## config.mk

```make
export PLATFORM = sky130hd
export DESIGN_NAME = streamif_read_engine
export DESIGN_NICKNAME = d
export VERILOG_FILES = /design/src/rtl/streamif_pkg.sv /design/src/rtl/streamif_fifo.sv /design/src/rtl/streamif_read_engine.sv
export SDC_FILE = /design/constraint.sdc
export NUM_CORES = 1
export LEC_CHECK = 0
export CAP_MARGIN = 0
export CORE_MARGIN = 4
export CORE_UTILIZATION = 60
export DETAILED_ROUTE_END_ITERATION = 16
export DONT_BUFFER_PORTS = 1
export PLACE_DENSITY_LB_ADDON = 0.12
export SLEW_MARGIN = 20
export SYNTH_ARGS = -nofsm -noshare
export SYNTH_HDL_FRONTEND = slang
export SYNTH_HIERARCHICAL = 1
export SYNTH_SLANG_ARGS = --single-unit
export TNS_END_PERCENT = 5
```

## constraint.sdc

```tcl
create_clock -name ACLK -period 9.1 [get_ports ACLK]
set_clock_uncertainty 0.15 [all_clocks]
set_input_delay 0.91 -clock ACLK [delete_from_list [all_inputs] [get_ports ACLK]]
set_output_delay 0.91 -clock ACLK [all_outputs]
set_load 0.01 [all_outputs]
```

## src/rtl/streamif_pkg.sv

```systemverilog
// Shared StreamIF definitions for the read engine and the future write engine.
// Page geometry, word width and the engine state encoding live here.
package streamif_pkg;

   localparam int STREAMIF_WORD_W     = 32;
   localparam int STREAMIF_PAGE_BYTES = 4096;
   localparam int STREAMIF_PAGE_WORDS = 1024;

   typedef enum logic [2:0] {
      IDLE,
      WAIT_CREDIT,
      REQ,
      DATA,
      DRAIN
   } streamif_state_e;

   function automatic int streamif_burst_count(input int burst_len);
      return STREAMIF_PAGE_WORDS / burst_len;
   endfunction

endpackage

```

## src/rtl/streamif_fifo.sv

```systemverilog
// Synchronous show-ahead FIFO: dout presents the head word whenever not empty.
// A push into a full FIFO is accepted only when a pop frees a slot in the same cycle.
module streamif_fifo #(
   parameter int WIDTH = 32,
   parameter int DEPTH = 32
) (
   input  logic                       clk,
   input  logic                       rst,
   input  logic                       push,
   input  logic [WIDTH-1:0]           din,
   input  logic                       pop,
   output logic [WIDTH-1:0]           dout,
   output logic                       full,
   output logic                       empty,
   output logic [$clog2(DEPTH+1)-1:0] count
);

   localparam int AW = (DEPTH > 1) ? $clog2(DEPTH) : 1;
   localparam int CW = $clog2(DEPTH+1);

   logic [WIDTH-1:0] mem [DEPTH];
   logic [AW-1:0]    wr_ptr;
   logic [AW-1:0]    rd_ptr;
   logic             push_ok;
   logic             pop_ok;

   function automatic logic [AW-1:0] next_ptr(input logic [AW-1:0] p);
      return (p == AW'(DEPTH-1)) ? '0 : p + 1'b1;
   endfunction

   assign empty   = (count == '0);
   assign full    = (count == CW'(DEPTH));
   assign pop_ok  = pop & ~empty;
   assign push_ok = push & (~full | pop_ok);
   // Zero when empty so the output port has a defined value out of reset.
   assign dout    = empty ? '0 : mem[rd_ptr];

   always_ff @(posedge clk or posedge rst) begin
      if (rst) begin
         wr_ptr <= '0;
         rd_ptr <= '0;
         count  <= '0;
      end else begin
         if (push_ok) wr_ptr <= next_ptr(wr_ptr);
         if (pop_ok)  rd_ptr <= next_ptr(rd_ptr);
         case ({push_ok, pop_ok})
            2'b10:   count <= count + 1'b1;
            2'b01:   count <= count - 1'b1;
            default: count <= count;
         endcase
      end
   end

   always_ff @(posedge clk) begin
      if (push_ok) mem[wr_ptr] <= din;
   end

endmodule

```

## src/rtl/streamif_read_engine.sv

```systemverilog
// StreamIF read channel: fetches one 4 KB page in fixed bursts (one outstanding)
// and streams the words to the hardware thread through a credit-checked FIFO.
module streamif_read_engine
   import streamif_pkg::*;
#(
   parameter int C_BURST_LEN  = 16,
   parameter int C_FIFO_DEPTH = 32
) (
   input  logic        ACLK,
   input  logic        ARESET,
   input  logic [31:0] StreamIF_CTRL_Addr,
   input  logic        StreamIF_CTRL_AddrValid,
   input  logic        StreamIF_CTRL_Start,
   output logic        StreamIF_CTRL_Idle,
   output logic [31:0] M_REQ_ADDR,
   output logic [7:0]  M_REQ_LEN,
   output logic        M_REQ_VALID,
   input  logic        M_REQ_READY,
   input  logic [31:0] M_RDATA,
   input  logic        M_RVALID,
   input  logic        M_RLAST,
   output logic        M_RREADY,
   output logic [31:0] STREAM_DATA,
   output logic        STREAM_VALID,
   input  logic        STREAM_READY
);

   localparam int NUM_BURSTS  = streamif_burst_count(C_BURST_LEN);
   localparam int BURST_BYTES = C_BURST_LEN * (STREAMIF_WORD_W / 8);
   localparam int CW          = $clog2(C_FIFO_DEPTH+1);
   localparam int BCW         = $clog2(NUM_BURSTS+1);
   localparam int BTW         = (C_BURST_LEN > 1) ? $clog2(C_BURST_LEN) : 1;

   streamif_state_e state;
   logic            start_d;
   logic [19:0]     base_pg;
   logic [11:0]     page_off;
   logic [BCW-1:0]  burst_cnt;
   logic [BTW-1:0]  beat_cnt;
   logic            idle_q;
   logic            req_valid_q;
   logic [31:0]     req_addr_q;

   logic            trigger;
   logic            beat_acc;
   logic            stream_pop;
   logic            credit_ok;
   logic            fifo_full;
   logic            fifo_empty;
   logic [CW-1:0]   fifo_count;
   logic            unused_bits;

   // RLAST is redundant with the beat counter; the low address bits are zero by contract.
   assign unused_bits = M_RLAST ^ (|StreamIF_CTRL_Addr[11:0]);

   assign trigger    = StreamIF_CTRL_Start & ~start_d;
   assign M_RREADY   = (state == DATA) & ~fifo_full;
   assign beat_acc   = M_RVALID & M_RREADY;
   assign stream_pop = STREAM_VALID & STREAM_READY;
   assign credit_ok  = (int'(fifo_count) + C_BURST_LEN) <= C_FIFO_DEPTH;

   assign StreamIF_CTRL_Idle = idle_q;
   assign M_REQ_VALID        = req_valid_q;
   assign M_REQ_ADDR         = req_addr_q;
   assign M_REQ_LEN          = 8'(C_BURST_LEN - 1);

   always_ff @(posedge ACLK or posedge ARESET) begin
      if (ARESET) begin
         state       <= IDLE;
         start_d     <= 1'b0;
         base_pg     <= '0;
         page_off    <= '0;
         burst_cnt   <= '0;
         beat_cnt    <= '0;
         idle_q      <= 1'b1;
         req_valid_q <= 1'b0;
         req_addr_q  <= '0;
      end else begin
         start_d <= StreamIF_CTRL_Start;
         case (state)
            IDLE: begin
               if (StreamIF_CTRL_AddrValid) base_pg <= StreamIF_CTRL_Addr[31:12];
               if (trigger) begin
                  state     <= WAIT_CREDIT;
                  idle_q    <= 1'b0;
                  page_off  <= '0;
                  burst_cnt <= '0;
               end
            end
            // Only request once the whole burst is guaranteed a FIFO slot.
            WAIT_CREDIT: begin
               if (credit_ok) begin
                  state       <= REQ;
                  req_valid_q <= 1'b1;
                  req_addr_q  <= {base_pg, page_off};
                  beat_cnt    <= '0;
               end
            end
            REQ: begin
               if (M_REQ_READY) begin
                  state       <= DATA;
                  req_valid_q <= 1'b0;
               end
            end
            DATA: begin
               if (beat_acc) begin
                  beat_cnt <= beat_cnt + 1'b1;
                  if (beat_cnt == BTW'(C_BURST_LEN-1)) begin
                     beat_cnt <= '0;
                     page_off <= page_off + 12'(BURST_BYTES);
                     if (burst_cnt == BCW'(NUM_BURSTS-1)) begin
                        state <= DRAIN;
                     end else begin
                        burst_cnt <= burst_cnt + 1'b1;
                        state     <= WAIT_CREDIT;
                     end
                  end
               end
            end
            DRAIN: begin
               if (fifo_empty) begin
                  state  <= IDLE;
                  idle_q <= 1'b1;
               end
            end
            default: begin
               state       <= IDLE;
               idle_q      <= 1'b1;
               req_valid_q <= 1'b0;
            end
         endcase
      end
   end

   streamif_fifo #(
      .WIDTH (STREAMIF_WORD_W),
      .DEPTH (C_FIFO_DEPTH)
   ) u_fifo (
      .clk   (ACLK),
      .rst   (ARESET),
      .push  (beat_acc),
      .din   (M_RDATA),
      .pop   (stream_pop),
      .dout  (STREAM_DATA),
      .full  (fifo_full),
      .empty (fifo_empty),
      .count (fifo_count)
   );

   assign STREAM_VALID = ~fifo_empty;

endmodule

```

# Word-level counts from Yosys, hierarchy flattened
# Memory sizes are Yosys's and may differ from the RTL's.
# Index checks and enable logic that the tools add are counted.
word_totals:
  ff_bits: 97
  latch_bits: 0
  mem_bits_rw: 1024
  rom_bits: 0
  input_bits: 72
  memories: 1
mem_list:
  columns: ["memory", "words", "width", "read_ports", "rd_ports_with_merged_regs", "wr", "line", "text"]
  rows:
  - ["u_fifo.mem", 32, 32, 1, 0, 1, "streamif_fifo.sv:21", "logic [WIDTH-1:0] mem [DEPTH];"]
classes:
  add_sub_neg: 8
  multipliers: 0
  div_mod_pow: 0
  n_lt_le_gt_ge: 1
  eq_ne: 18
  n_shift: 0
  n_mux: 33
  bitwise: 12
  reduce_logical: 15
op_table:
  columns: ["op", "n"]
  rows:
  - ["12-bit two-way mux", 3]
  - ["32-bit two-way mux", 1]
  - ["7-bit two-way mux", 4]
  - ["12-bit one-hot mux with 2 select lines", 1]
  - ["3-bit two-way mux", 7]
  - ["3-bit one-hot mux with 5 select lines", 1]
  - ["7-bit one-hot mux with 2 select lines", 1]
  - ["12-bit by 7-bit adder with 12-bit output (second input constant)", 1]
  - ["4-bit two-way mux", 3]
  - ["6-bit one-hot mux with 2 select lines", 1]
  - ["5-bit by 1-bit adder with 5-bit output (second input constant)", 2]
  - ["5-bit equality test (second input constant)", 2]
  - ["5-bit two-way mux", 2]
  - ["3-bit AND reduction", 3]
  - ["2-bit inequality test (second input constant)", 4]
  - ["4-bit one-hot mux with 2 select lines", 1]
  - ["6-bit by 5-bit adder with 7-bit output (second input constant)", 1]
  - ["7-bit by 1-bit adder with 7-bit output (second input constant)", 1]
  - ["7-bit by 6-bit equality test with 1-bit output (second input constant)", 1]
  - ["7-bit by 6-bit <= comparator with 1-bit output (second input constant)", 1]
  - ["6-bit by 1-bit adder with 6-bit output (second input constant)", 1]
  - ["1-bit AND", 6]
  - ["3-bit by 2-bit equality test with 1-bit output (second input constant)", 2]
  - ["6-bit equality test (second input constant)", 1]
  - ["other kinds (20)", 36]

# Depth between registers and ports, before layout
depth:
  ltp_word: 8
  depth_mapped: 16
  depth_no_buf: 14

# By module
# The synthesis kept the hierarchy.
modules_own_cells:
  columns: ["mod", "n_inst", "cells_per_inst", "area_per_inst_um2"]
  rows:
  - ["streamif_fifo", 1, 1696, 40022.1]
  - ["streamif_read_engine", 1, 259, 3224.3]

# Least setup slack after synthesis
# OpenSTA, ideal clock, no wires.
synth_path:
  path_type: "register to register"
  startpoint: "register u_fifo.count[0]"
  endpoint: "memory u_fifo.mem[15][0] (enable)"
  t_arrival_ns: 3.414
  required_time_ns: 8.529
  slack_ns: 5.114
  stages_incl_launch_ff: 12
  period_less_slack_ns: 3.986
  path_cell_list: "dfrtp_1 or4_1 buf_2 or3_1 inv_1 nor2b_1 clkbuf_1 nand2_1 inv_1 o21a_1 nand2_1 nor2_1"
synth_between:
  word_cells_on_any_way: 12
synth_rtl:
  columns: ["element", "line", "text"]
  rows:
  - ["start, declared", "streamif_fifo.sv:15", "output logic [$clog2(DEPTH+1)-1:0] count"]
  - ["start signal, assigned", "streamif_fifo.sv:47", "2'b10: count <= count + 1'b1;"]
  - ["start signal, assigned", "streamif_fifo.sv:48", "2'b01: count <= count - 1'b1;"]
  - ["start signal, assigned", "streamif_fifo.sv:49", "default: count <= count;"]
  - ["6-bit equality test", "streamif_fifo.sv:32", "assign full = (count == CW'(DEPTH));"]
  - ["via fifo_full", "streamif_read_engine.sv:48", "logic fifo_full;"]
  - ["1-bit inverter", "streamif_read_engine.sv:57", "assign M_RREADY = (state == DATA) & ~fifo_full;"]
  - ["1-bit AND", "streamif_read_engine.sv:57", null]
  - ["1-bit AND", "streamif_read_engine.sv:58", "assign beat_acc = M_RVALID & M_RREADY;"]
  - ["via beat_acc", "streamif_read_engine.sv:45", "logic beat_acc;"]
  - ["1-bit AND", "streamif_fifo.sv:34", "assign push_ok = push & (~full | pop_ok);"]
  - ["1-bit two-way mux", "streamif_fifo.sv:55", "if (push_ok) mem[wr_ptr] <= din;"]
  - ["1-bit two-way mux (not written as such)", "streamif_fifo.sv:55", null]
  - ["end, declared", "streamif_fifo.sv:21", null]
# The timed path passes the listed nets, and every way through them passes these cells.

# Final worst setup path
layout_path:
  startpoint: "register u_fifo.rd_ptr[1]"
  endpoint: "output STREAM_DATA[21]"
layout_between:
  elab_chain_cells: 2
layout_lines:
  columns: ["element", "line", "text"]
  rows:
  - ["start, declared", "streamif_fifo.sv:23", "logic [AW-1:0] rd_ptr;"]
  - ["start signal, assigned", "streamif_fifo.sv:45", "if (pop_ok) rd_ptr <= next_ptr(rd_ptr);"]
  - ["memory read 32 x 32 bit", null, null]
  - ["32-bit two-way mux", "streamif_fifo.sv:36", "assign dout = empty ? '0 : mem[rd_ptr];"]
  - ["end, declared", "streamif_read_engine.sv:23", "output logic [31:0] STREAM_DATA,"]
# No other way between the ends.

==> qor.csv <==
stage,metric,value,unit
outcome,status,"finished, final reports clean",
final_layout,drive_above_1_share,29.7,%
logic_synthesis,synth-edff-count,1024,
sta,setup_tns,0,ns
sta,fin_hold_ws,0.125,ns
logic_synthesis,synth.most_common_cell,edfxtp_1,
critical_path,r2r_start,u_fifo/count[0],
floorplanning,ios,148,
logic_synthesis,synthCells,1955,
logic_synthesis,synth-seq-cells,1109,
logic_synthesis,yosys.area.top_type,edfxtp_1,
critical_path,worstPathRequired,8.04,ns
critical_path,rr_endpoint,u_fifo/mem[23][27],
placed_design,place_hpwl,51300,um
final_layout,fin_nets,2124,
cts,clock_latency,0.65,ns
placed_design,pre_cts_ws,4.24,ns
detailed_routing,viasPerCell,6.62,
placed_design,numPortBuffers,0,
final_layout,final_cells,3081,
grt,antenna_found_initial,1,
logic_synthesis,synth_top_cell_area_share,71.1,%
critical_path,worstSetupEndpointType,primary output,
critical_path,reg2regPathDepth,10,
logic_synthesis,avgSynthCellArea,22.1,um^2
critical_path,cp_max_fo,51,
power,p_leak,15.6,nW
critical_path,r2r_slack,4.17,ns
final_layout,n_antenna_cell,0,
cts,cts_tree,done,
critical_path,critPathLaunch,u_fifo/rd_ptr[1],
cts,cts_hold_buf,0,
hold_path,hold_path_class,in2reg,
power,vdd_drop_max,0.227,mV
sta,hold_viol,0,
sta,setup_ws,3.55,ns
logic_synthesis,ys_types,61,
critical_path,crit_arrival,4.49,ns
grt,grt_use_total,25.6,%
critical_path,crit_path_start_kind,flip-flop,
cts,htree_levels,3,
logic_synthesis,synth-async-reset-ratio,7.66,%
logic_synthesis,netlist_area,43200,um^2
cts,clock_path_buffers,3,
hold_path,hold-path-cell-count,0,
detailed_routing,drt-pass1-iter-count,7,
floorplanning,die_h,276,um
detailed_routing,antenna_left,0,
cts,cts_resized,0,
sta,drv_slew,0,
grt,grt_max_degree,116,
detailed_routing,drtIter0Drc,2508,
detailed_routing,vias,20400,
floorplanning,die-area,76400,um^2
logic_synthesis,synthTopCellsByArea,"edfxtp_1, mux4_2, dfrtp_1",
sta,setup_violations,0,
sta,worst_pin_slew,1.15,ns
grt,gr-total-overflow,0,
sta,finalCriticalPeriod,5.55,ns
job,maxCapViolations,0,
cts,clkTransAtPathRegs,0.06,ns
floorplanning,start_util,60.5,%
sta,period_share,60.9,%
detailed_routing,drc,0,
placed_design,gp_congestion,0.785,
final_layout,area_delta_synth_final,12.1,%
power,finalPower,0.0142,W
detailed_routing,routedWlPerCell,31.3,um
critical_path,critPathKind,reg2out,
critical_path,crit_end,STREAM_DATA[21],
placed_design,dp.cells,2876,
power,p_per_area,293,nW/um^2
sta,maxSlewHeadroom,23.2,%
final_layout,fillers,4389,
sta,rsz0062_at_grt,false,
cts,cts-root-buf,clkbuf_16,
logic_synthesis,synthFlopType,edfxtp_1,
grt,grt_pass1_vias,20900,
floorplanning,fp.dieW,276,um
grt,grt_pass1_wl,142000,um
floorplanning,rows,98,
cts,cts.sinks,1109,
sta,fmax,0.180,GHz
cts,numCtsBuffers,109,
floorplanning,core_area,71500,um^2
logic_synthesis,yosysSeqAreaShare,76.0,%
detailed_routing,routed_wl,96600,um
cts,post_cts_buffers,0,
logic_synthesis,synth_warnings,6,
logic_synthesis,synth_common_cells,"edfxtp_1, mux4_2, dfrtp_1",
==> layout make-up <==
class	count	area, um^2	area share [%]
flip-flops and latches	1109	32900	67.9
inverters	31	116	0.240
multi-input cells	710	9900	20.4
clock inverters	66	772	1.59
repair buffers	76	603	1.24
well taps	950	1190	2.45
clock buffers	139	2980	6.16
==> sequential cells by signal, summed over array words and instances (netlist names) <==
| name | flops |
|---|---|
| start_d | 1 |
| M_REQ_VALID | 1 |
| u_fifo/mem | 1024 |
| u_fifo/rd_ptr | 5 |
| burst_cnt | 7 |
| page_off | 6 |
| M_REQ_ADDR | 26 |
| state | 3 |
| u_fifo/count | 6 |
| beat_cnt | 4 |
| u_fifo/wr_ptr | 5 |
| base_pg | 20 |
| StreamIF_CTRL_Idle | 1 |
==> routing by layer <==
| layer | track usage [%] | share of wire, % | vias to the layer above | routed length, um |
|---|---|---|---|---|
| li1 | - | - | 8362 | - |
| met1 | 36.9 | 40 | 10900 | 38400 |
| met2 | 40.9 | 49 | 935 | 47500 |
| met3 | 5.44 | 8.5 | 149 | 8220 |
| met4 | 6.66 | 2.6 | 0 | 2480 |
| met5 | 0 | 0 | - | 0 |
==> metrics by stage <==
stage	utilization (%)	cell area [um^2]
floorplan	-	43300
global placement	62.5	44700
detailed placement	62.5	44700
CTS	67.8	48500
global route	67.8	48500
finish	67.8	48500
==> cells by family after synthesis <==
kind of cell | after synthesis | synth area share [%]
buffers and inverters | 148 | 1.83
multiplexers | 363 | 17.1
flip-flops | 1109 | 76.0
XOR/XNOR | 4 | 0.0810
other | 2 | 0.0174
adder cells (fa/ha/maj) | 15 | 0.451
AND/OR/NAND/NOR | 168 | 2.01
AO/OA/AOI/OAI | 146 | 2.49
==> power breakdown <==
part / internal (W) / switching (W) / total [W]
clock: 0.00279 / 0.00186 / 0.00465
sequential: 0.00577 / 0.000311 / 0.00608
combinational: 0.00173 / 0.00173 / 0.00346
total: 0.0103 / 0.00390 / 0.0142
==> cells in the final DEF (no fill, tap or decap), types with 21 or more instances in the layout <==
cell type	instances
nor2_4	32
nand2_1	26
inv_1	29
clkbuf_16	113
a2111oi_1	21
dfrtp_1	80
mux2i_1	22
nor2b_1	35
mux4_2	288
o22ai_1	33
edfxtp_1	1024
mux2_4	25
clkinv_2	23
mux2_2	25
buf_4	71
==> how the worst min path moves through the flow <==
stage	start	to	slack [ns]
5_1_grt	StreamIF_CTRL_Start	start_d	0.09
2_1_floorplan	burst_cnt[5]	burst_cnt[5]	0.30
3_3_place_gp	burst_cnt[5]	burst_cnt[5]	0.32
3_5_place_dp	base_pg[19]	M_REQ_ADDR[31]	0.34
4_1_cts	StreamIF_CTRL_Start	start_d	0.08
6_report	StreamIF_CTRL_Start	start_d	0.13
==> worst max-delay path: stages, from the launching register on <==
cell and delay, ns:
dfrtp_4 0.98, buf_4 0.78, mux4_2 0.39, mux4_2 0.26, nor2b_1 0.05, a2111oi_1 0.96, buf_4 0.28
No activity file was read; power rests on OpenSTA's default activity.
